## src/rtl/timekeeping_ctrl.sv

```systemverilog
// timekeeping_ctrl
//   Sequencer for the second/minute/hour/day/month/year counter chain.
//   In RUN it issues the per-second step and the ripple carries. The day
//   field wraps by load, using a days-in-month value that accounts for leap
//   years. In the ADJ states, button edges step one selected field up or
//   down. A month/year edit clamps the day on the following cycle.
//
// Ports
//   clk_1Hz    system tick clock
//   rst_n      synchronous active-low reset
//   en         run enable (RUN-mode steps only)
//   mode_btn   debounced level, rising edge advances the mode
//   up_btn     debounced level, rising edge = one increment
//   down_btn   debounced level, rising edge = one decrement
//   sec_bin .. year_bin   current field values from the counters
//   adjust     high in any ADJ state
//   sel        one-hot selected field {year,month,day,hour,min,sec}, 0 in RUN
//   inc/dec    per-field step commands, same bit order as sel
//   day_load   load the day counter with day_val
//   day_val    day load value
//   dim        days in the current month/year
//
// State table
//   state    | meaning
//   RUN      | normal timekeeping, carries issued while en=1
//   ADJ_SEC  | up/down steps the second field
//   ADJ_MIN  | up/down steps the minute field
//   ADJ_HOUR | up/down steps the hour field
//   ADJ_DAY  | up/down steps the day field (wraps by load)
//   ADJ_MON  | up/down steps the month field, day clamped afterwards
//   ADJ_YEAR | up/down steps the year field, day clamped afterwards

module timekeeping_ctrl #(
    parameter int TIMEOUT  = 30,
    parameter int YEAR_MAX = 9999
) (
    input  logic        clk_1Hz,
    input  logic        rst_n,
    input  logic        en,
    input  logic        mode_btn,
    input  logic        up_btn,
    input  logic        down_btn,
    input  logic [5:0]  sec_bin,
    input  logic [5:0]  min_bin,
    input  logic [4:0]  hour_bin,
    input  logic [4:0]  day_bin,
    input  logic [3:0]  month_bin,
    input  logic [13:0] year_bin,
    output logic        adjust,
    output logic [5:0]  sel,
    output logic [5:0]  inc,
    output logic [5:0]  dec,
    output logic        day_load,
    output logic [4:0]  day_val,
    output logic [4:0]  dim
);

    localparam int TW = $clog2(TIMEOUT + 1);

    // The year port is 14 bits wide and the idle counter needs a terminal
    // value of at least 1.
    if (YEAR_MAX > 16383 || TIMEOUT < 2) begin : g_param_check
        $error("timekeeping_ctrl: YEAR_MAX must fit in 14 bits and TIMEOUT must be >= 2");
    end

    typedef enum logic [2:0] {
        RUN      = 3'd0,
        ADJ_SEC  = 3'd1,
        ADJ_MIN  = 3'd2,
        ADJ_HOUR = 3'd3,
        ADJ_DAY  = 3'd4,
        ADJ_MON  = 3'd5,
        ADJ_YEAR = 3'd6
    } state_t;

    state_t        state, state_nxt;
    logic          mode_q, up_q, down_q;
    logic [TW-1:0] cnt, cnt_nxt;
    logic          clamp_pend, clamp_nxt;

    logic mode_edge, up_edge, down_edge, any_edge;
    logic step_up, step_dn;
    logic leap;
    logic c_sec, c_min, c_hour, day_wrap;

    assign mode_edge = mode_btn & ~mode_q;
    assign up_edge   = up_btn & ~up_q;
    assign down_edge = down_btn & ~down_q;
    assign any_edge  = mode_edge | up_edge | down_edge;

    // Simultaneous up and down cancel each other; a mode edge swallows any step.
    assign step_up = up_edge & ~down_edge & ~mode_edge;
    assign step_dn = down_edge & ~up_edge & ~mode_edge;

    assign adjust = (state != RUN);

    always_comb begin
        leap = ((year_bin[1:0] == 2'd0) && ((year_bin % 14'd100) != 14'd0))
               || ((year_bin % 14'd400) == 14'd0);
        case (month_bin)
            4'd2:                     dim = leap ? 5'd29 : 5'd28;
            4'd4, 4'd6, 4'd9, 4'd11:  dim = 5'd30;
            default:                  dim = 5'd31;
        endcase
    end

    always_comb begin
        sel = 6'b000000;
        case (state)
            ADJ_SEC:  sel = 6'b000001;
            ADJ_MIN:  sel = 6'b000010;
            ADJ_HOUR: sel = 6'b000100;
            ADJ_DAY:  sel = 6'b001000;
            ADJ_MON:  sel = 6'b010000;
            ADJ_YEAR: sel = 6'b100000;
            default:  sel = 6'b000000;
        endcase
    end

    assign c_sec    = (sec_bin == 6'd59);
    assign c_min    = c_sec & (min_bin == 6'd59);
    assign c_hour   = c_min & (hour_bin == 5'd23);
    assign day_wrap = c_hour & (day_bin == dim);

    always_comb begin
        inc      = 6'b000000;
        dec      = 6'b000000;
        day_load = 1'b0;
        day_val  = 5'd0;

        if (state == RUN) begin
            if (en) begin
                inc[0] = 1'b1;
                inc[1] = c_sec;
                inc[2] = c_min;
                inc[3] = c_hour & ~day_wrap;
                inc[4] = day_wrap;
                inc[5] = day_wrap & (month_bin == 4'd12);
                if (day_wrap) begin
                    day_load = 1'b1;
                    day_val  = 5'd1;
                end
            end
        end else if (state == ADJ_DAY) begin
            if (step_up) begin
                if (day_bin == dim) begin
                    day_load = 1'b1;
                    day_val  = 5'd1;
                end else begin
                    inc[3] = 1'b1;
                end
            end
            if (step_dn) begin
                if (day_bin == 5'd1) begin
                    day_load = 1'b1;
                    day_val  = dim;
                end else begin
                    dec[3] = 1'b1;
                end
            end
        end else begin
            if (step_up) inc = sel;
            if (step_dn) dec = sel;
        end

        // Clamp one cycle after a month/year step, once the new month is visible.
        if (clamp_pend && (day_bin > dim)) begin
            inc[3]   = 1'b0;
            dec[3]   = 1'b0;
            day_load = 1'b1;
            day_val  = dim;
        end

        if (!rst_n) begin
            inc      = 6'b000000;
            dec      = 6'b000000;
            day_load = 1'b0;
            day_val  = 5'd0;
        end
    end

    assign clamp_nxt = inc[4] | inc[5] | dec[4] | dec[5];

    always_comb begin
        state_nxt = state;
        if (mode_edge) begin
            case (state)
                RUN:      state_nxt = ADJ_SEC;
                ADJ_SEC:  state_nxt = ADJ_MIN;
                ADJ_MIN:  state_nxt = ADJ_HOUR;
                ADJ_HOUR: state_nxt = ADJ_DAY;
                ADJ_DAY:  state_nxt = ADJ_MON;
                ADJ_MON:  state_nxt = ADJ_YEAR;
                default:  state_nxt = RUN;
            endcase
        end else if ((state != RUN) && !any_edge && (cnt == TW'(TIMEOUT - 1))) begin
            state_nxt = RUN;
        end

        if ((state_nxt == RUN) || (state_nxt != state) || any_edge) begin
            cnt_nxt = '0;
        end else begin
            cnt_nxt = cnt + TW'(1);
        end
    end

    always_ff @(posedge clk_1Hz) begin
        if (!rst_n) begin
            state      <= RUN;
            mode_q     <= 1'b0;
            up_q       <= 1'b0;
            down_q     <= 1'b0;
            cnt        <= '0;
            clamp_pend <= 1'b0;
        end else begin
            state      <= state_nxt;
            mode_q     <= mode_btn;
            up_q       <= up_btn;
            down_q     <= down_btn;
            cnt        <= cnt_nxt;
            clamp_pend <= clamp_nxt;
        end
    end

endmodule

```

## config.mk

```make
export PLATFORM = sky130hd
export DESIGN_NAME = timekeeping_ctrl
export DESIGN_NICKNAME = d
export VERILOG_FILES = /design/src/rtl/timekeeping_ctrl.sv
export SDC_FILE = /design/constraint.sdc
export NUM_CORES = 1
export LEC_CHECK = 0
export CORE_MARGIN = 2
export CORE_UTILIZATION = 35
export CTS_CLUSTER_SIZE = 24
export DETAILED_ROUTE_END_ITERATION = 8
export GPL_ROUTABILITY_DRIVEN = 0
export PLACE_DENSITY = 0.74
export SLEW_MARGIN = 15
export SYNTH_ARGS = -nofsm -noshare
export SYNTH_HDL_FRONTEND = slang
export SYNTH_SLANG_ARGS = --single-unit
```

## constraint.sdc

```tcl
create_clock -name clk_1Hz -period 8.7 [get_ports clk_1Hz]
set_clock_uncertainty 0.15 [all_clocks]
set_input_delay 1.74 -clock clk_1Hz [delete_from_list [all_inputs] [get_ports clk_1Hz]]
set_output_delay 1.74 -clock clk_1Hz [all_outputs]
set_load 0.05 [all_outputs]
```

# == Word-level counts from Yosys, hierarchy flattened ==
# Cells that the tools add are included.
# totals
register_bits,12
in_bits,46
wordCells,115
output_inout_bits,30
# classes
n_div,2
addsub,1
n_eq_ne,19
bitwise,25
n_reduce_logical,16
muxes,45
order_cmp,1
# op_table
op,n
6-bit 2-to-1 mux,7
6-bit case mux with 6 select lines,1
5-bit 2-to-1 mux,6
1-bit 2-to-1 mux,23
3-bit case mux with 6 select lines,1
14-bit zero test,1
"14-bit by 7-bit modulo with 14-bit output, second input constant",1
"14-bit by 9-bit modulo with 14-bit output, second input constant",1
14-bit nonzero test,1
1-bit AND,12
"4-bit equality test, second input constant",3
"6-bit equality test, second input constant",2
3-bit 2-to-1 mux,4
"5-bit equality test, second input constant",2
"3-bit equality test, second input constant",3
"4-bit by 3-bit equality test with 1-bit output, second input constant",2
1-bit NOT,8
"3-bit by 2-bit equality test with 1-bit output, second input constant",2
3-bit zero test,2
"5-bit by 1-bit adder with 5-bit output, second input constant",1
"5-bit by 1-bit equality test with 1-bit output, second input constant",1
5-bit equality test,1
5-bit greater-than comparator,1
1-bit bitwise OR,5
12 further kinds,18

# == Logic depth before layout (Yosys ltp) ==
# logic_depth
depth_word,17
depth_mapped,27
ltp_nobuf,22

# == Worst setup path after synthesis ==
# OpenSTA, ideal clock, no wires.
# synth_timing
path_type,in2out
start,input year_bin[3]
end,output dec[3]
path_buffers,3
path_slack_ns,-0.938
t_arrival_ns,7.748
cell_stages,23
t_required_ns,6.810
path_cell_list,clkbuf_1 -> nor4_1 -> nor3b_1 -> o221ai_4 -> o211ai_4 -> mux2_4 -> o21a_1 -> buf_6 -> a211oi_4 -> a21oi_2 -> or2_1 -> buf_6 -> or4_4 -> nand3_1 -> mux2_2 -> a31oi_1 -> o21ai_1 -> o311a_2 -> ha_1 -> nand2_1 -> nand2_1 -> nor3_1 -> nor4_1
# synth_between
elab_chain_cells,10
elab_cells_between_ends,12
classes_between,div: 2; order compare: 1; mux: 4; reduce/logical: 5
# synth_lines
element,line,rtl
start: declaration,48,"input logic [13:0] year_bin,"
14-bit by 7-bit modulo with 14-bit output,98,leap = ((year_bin[1:0] == 2'd0) && ((year_bin % 14'd100) != 14'd0))
14-bit nonzero test,98,
1-bit logical AND,98,
1-bit logical OR *,99,|| ((year_bin % 14'd400) == 14'd0);
1-bit 2-to-1 mux *,101,4'd2: dim = leap ? 5'd29 : 5'd28;
2-bit case mux with 2 select lines *,100,case (month_bin)
named net dim[0],55,output logic [4:0] dim
5-bit greater-than comparator *,167,if (clamp_pend && (day_bin > dim)) begin
1-bit logical AND *,167,
1-bit 2-to-1 mux *,167,
6-bit 2-to-1 mux *,174,if (!rst_n) begin
end: declaration,52,"output logic [5:0] dec,"
# Mark *: on every way through the listed nets, which the timed path passes. The rest lies on a longest branch.

# == Worst setup path after layout ==
# layout_timing
start,input year_bin[1]
end,output day_val[0]
# layout_between
elab_chain_cells,15
elab_cells_between_ends,23
classes_between,div: 2; order compare: 1; eq/ne: 1; mux: 12; bitwise: 1; reduce/logical: 6
# layout_lines
element,line,rtl
14-bit by 7-bit modulo with 14-bit output,98,
14-bit nonzero test,98,
1-bit logical AND,98,
1-bit logical OR *,99,
1-bit 2-to-1 mux *,101,
2-bit case mux with 2 select lines *,100,
5-bit equality test,"123, 146",
1-bit 2-to-1 mux,146,if (day_bin == dim) begin
1-bit 2-to-1 mux,145,if (step_up) begin
5-bit 2-to-1 mux,154,if (day_bin == 5'd1) begin
5-bit 2-to-1 mux,153,if (step_dn) begin
5-bit 2-to-1 mux,144,end else if (state == ADJ_DAY) begin
5-bit 2-to-1 mux,131,if (state == RUN) begin
5-bit 2-to-1 mux *,167,
5-bit 2-to-1 mux *,174,
end: declaration,54,"output logic [4:0] day_val,"
# Mark *: on every way between the ends. The rest lies on a longest branch, timed or not.

==> out/metrics.cfg <==
[power]
p_sw_frac = 0.465
switching_power_uw = 348
internal_power_uw = 399
total_power_uw = 747
power_frac_clock = 0.080
powerDensity_mw_per_mm2 = 133
max-vdd-ir-drop_mv = 0.0834
power.share.sequential = 0.079
power_frac_comb = 0.841
p_leak_nw = 2.27

[clock_tree]
clock_path_buffers = 2
hold_buffers = 0
clkTransAtPathRegs_ns = 0.05
cts.htree.levels = 1
cts_tree = yes
clkSinkCount = 12
cts-root-buf = clkbuf_8
clkLatencyLatePin_ns = 0.24
numCtsBuffers = 3

[floorplan]
initial_core_util = 0.357
io_pins = 76
die-width_um = 94.9
die_h_um = 94.9
die_area_mm2 = 0.00901
num_rows = 33
coreArea_mm2 = 0.00809

[cells_and_area]
fin_nets = 649
areaGrowthSynthToFinish_pct = 93.9
num_antenna_cells = 0
drive_gt1_frac = 0.458
final_common_cell = buf_4
layout_common_cells = buf_4, clkdlybuf4s50_1, nor2_1

[timing]
fmax_mhz = 107
period_share = 1.07
maxSlewViolCount = 0
post-route-min-period_ns = 9.31
rsz0062_at_grt = yes
slew_headroom = 0.571
setup_viol = 10
hold_violations = 0
tightest_slew_ns = 0.638
setup_slack_ns = -0.611

[synth]
syn_area_per_cell_um2 = 7.14
ys_warn_count = 0
synthFlopType = dfxtp_1
seq_area_frac_synth = 0.0830
ys_seq_elements = 12
synth_edf_count = 0
postSynthCellCount = 405
synth_area_mm2 = 0.00289
synthArstFlopShare = 0
synth_cell_types = 94

[global_routing]
use_met1 = 0.337
grt_usage = 0.268
grt_pass1_vias = 4090
antenna_found_initial = 0
grt_overflow = 0
busiest_layer = met2
grt_pass1_wl_um = 19500
met2_usage = 0.463
met3_usage = 0.0399
grt_max_degree = 17

[hold_path]
hold_end = cnt[0]
min_from = cnt[0]
hold_class = reg2reg
hold_depth = 1

[drt]
drtIter0Drc = 300
dr.pass1.iters = 6
wl_per_cell_um = 20.3
num_vias = 4441
viasPerCell = 6.32
drcViolationCount = 0
drt_wl_total_um = 14200
antenna_left = 0

[place]
post-place-ws_ns = -0.875
dp_hpwl_um = 8450
io_buffers = 72

[setup_path]
crit_type = in2out
crit_path_start_kind = input pin
r2r_setup_slack_ns = 6.23
worstReg2RegStart = state[0]
required_ns = 6.81
arrival_ns = 7.42
timing.rr.end = clamp_pend
end_kind = output port
slowest_stage = a311oi_4
critPathMaxStageDelay_ns = 0.44
cp_max_fo = 5
ff2ff_path_depth = 6

[run_status]
violations = negative setup slack
status = complete, but fails checks

[flow_run]
maxCapViolCount = 0

## sequential cells by signal, summed over array words and instances, names as in the netlist
signal      count
down_q          1
up_q            1
clamp_pend      1
cnt             5
mode_q          1
state           3
## metrics by stage
step	util	std cells	hold WS [ns]	TNS (ns)	cell area, um^2
after CTS	0.650	688	0.322	-1.07	5260
after detailed placement	0.577	665	0.317	-7.09	4670
after floorplan	-	407	0.284	-0.949	3050
final	0.693	703	0.320	-5.43	5610
after global placement	0.577	665	0.295	-5.88	4670
after global routing	0.693	703	0.351	-8.04	5610
## area by class of cell
type                       count  area (um^2)
fill                         560         2480
clock buffer                   4         55.1
tap                          105          131
multi-input combinational    349         3110
timing repair buffer         217         2010
inverter                      16         60.1
sequential                    12          240
## power by group through the flow
stage               sequential (mW)  clock [mW]  combinational, mW
floorplan                    0.0584           0              0.258
global placement             0.0597           0              0.416
detailed placement           0.0599           0              0.428
CTS                          0.0590      0.0617              0.516
global route                 0.0592      0.0653              0.654
finish                       0.0590      0.0601              0.628
## worst max-delay path, delay by kind of cell
family	cells	cell delay (ns)
AND/OR/NAND/NOR	7	1.22
AO/OA/AOI/OAI	13	3.03
adder cells (fa/ha/maj)	1	0.14
buffers and inverters	5	0.89
multiplexers	1	0.38
## synth_stat cells (all sizes together) (10+ instances only)
master / n / area, um^2
a31oi: 10 / 62.6
nand4: 13 / 81.3
buf: 22 / 149
nor3: 17 / 85.1
nand3: 16 / 80.1
nor2: 37 / 139
a21oi: 17 / 92.6
o21a: 10 / 75.1
dfxtp: 12 / 240
nand2: 30 / 113
inv: 15 / 56.3
nor4: 11 / 75.1
nor2b: 14 / 87.6
o21ai: 12 / 60.1
## per-layer routing
| metal | wire (um) | vias to the layer above | part of all wire |
|---|---|---|---|
| li1 | - | 1958 | - |
| met1 | 5230 | 2077 | 0.37 |
| met2 | 6810 | 310 | 0.48 |
| met3 | 1390 | 96 | 0.098 |
| met4 | 807 | 0 | 0.057 |
| met5 | 0 | - | 0 |
## worst max-delay path by stage
stage	slack [ns]	start	end
floorplan	-0.37	year_bin[12]	day_val[0]
global placement	-0.77	year_bin[8]	day_val[0]
detailed placement	-0.88	year_bin[10]	day_val[0]
CTS	-0.24	year_bin[9]	day_val[0]
global route	-0.88	year_bin[12]	day_val[0]
finish	-0.61	year_bin[1]	day_val[0]
## what timing repair did
| action | in CTS | in global routing |
|---|---|---|
| pin swaps | 46 | 41 |
| gates cloned | 3 | 0 |
| endpoints found under the hold margin | 0 | 0 |
| endpoints found under the setup margin | 10 | 10 |
| setup buffers | 16 | 15 |
| gates resized for setup | 114 | 46 |
## logic make-up (layout without fill, tap and decap cells)
group / Yosys count / count (layout) / share of synthesized area
AOI/OAI and AO/OA: 127 / 127 / 0.362
xor gates and xnor gates: 9 / 9 / 0.0272
adders and majority gates: 6 / 6 / 0.0242
buffers and inverters: 46 / 237 / 0.0826
DFF: 12 / 12 / 0.0830
muxes: 10 / 10 / 0.0420
other: 1 / 3 / 0.00130
and+or+nand+nor: 194 / 194 / 0.378
No activity file was read; power rests on OpenSTA's default activity.
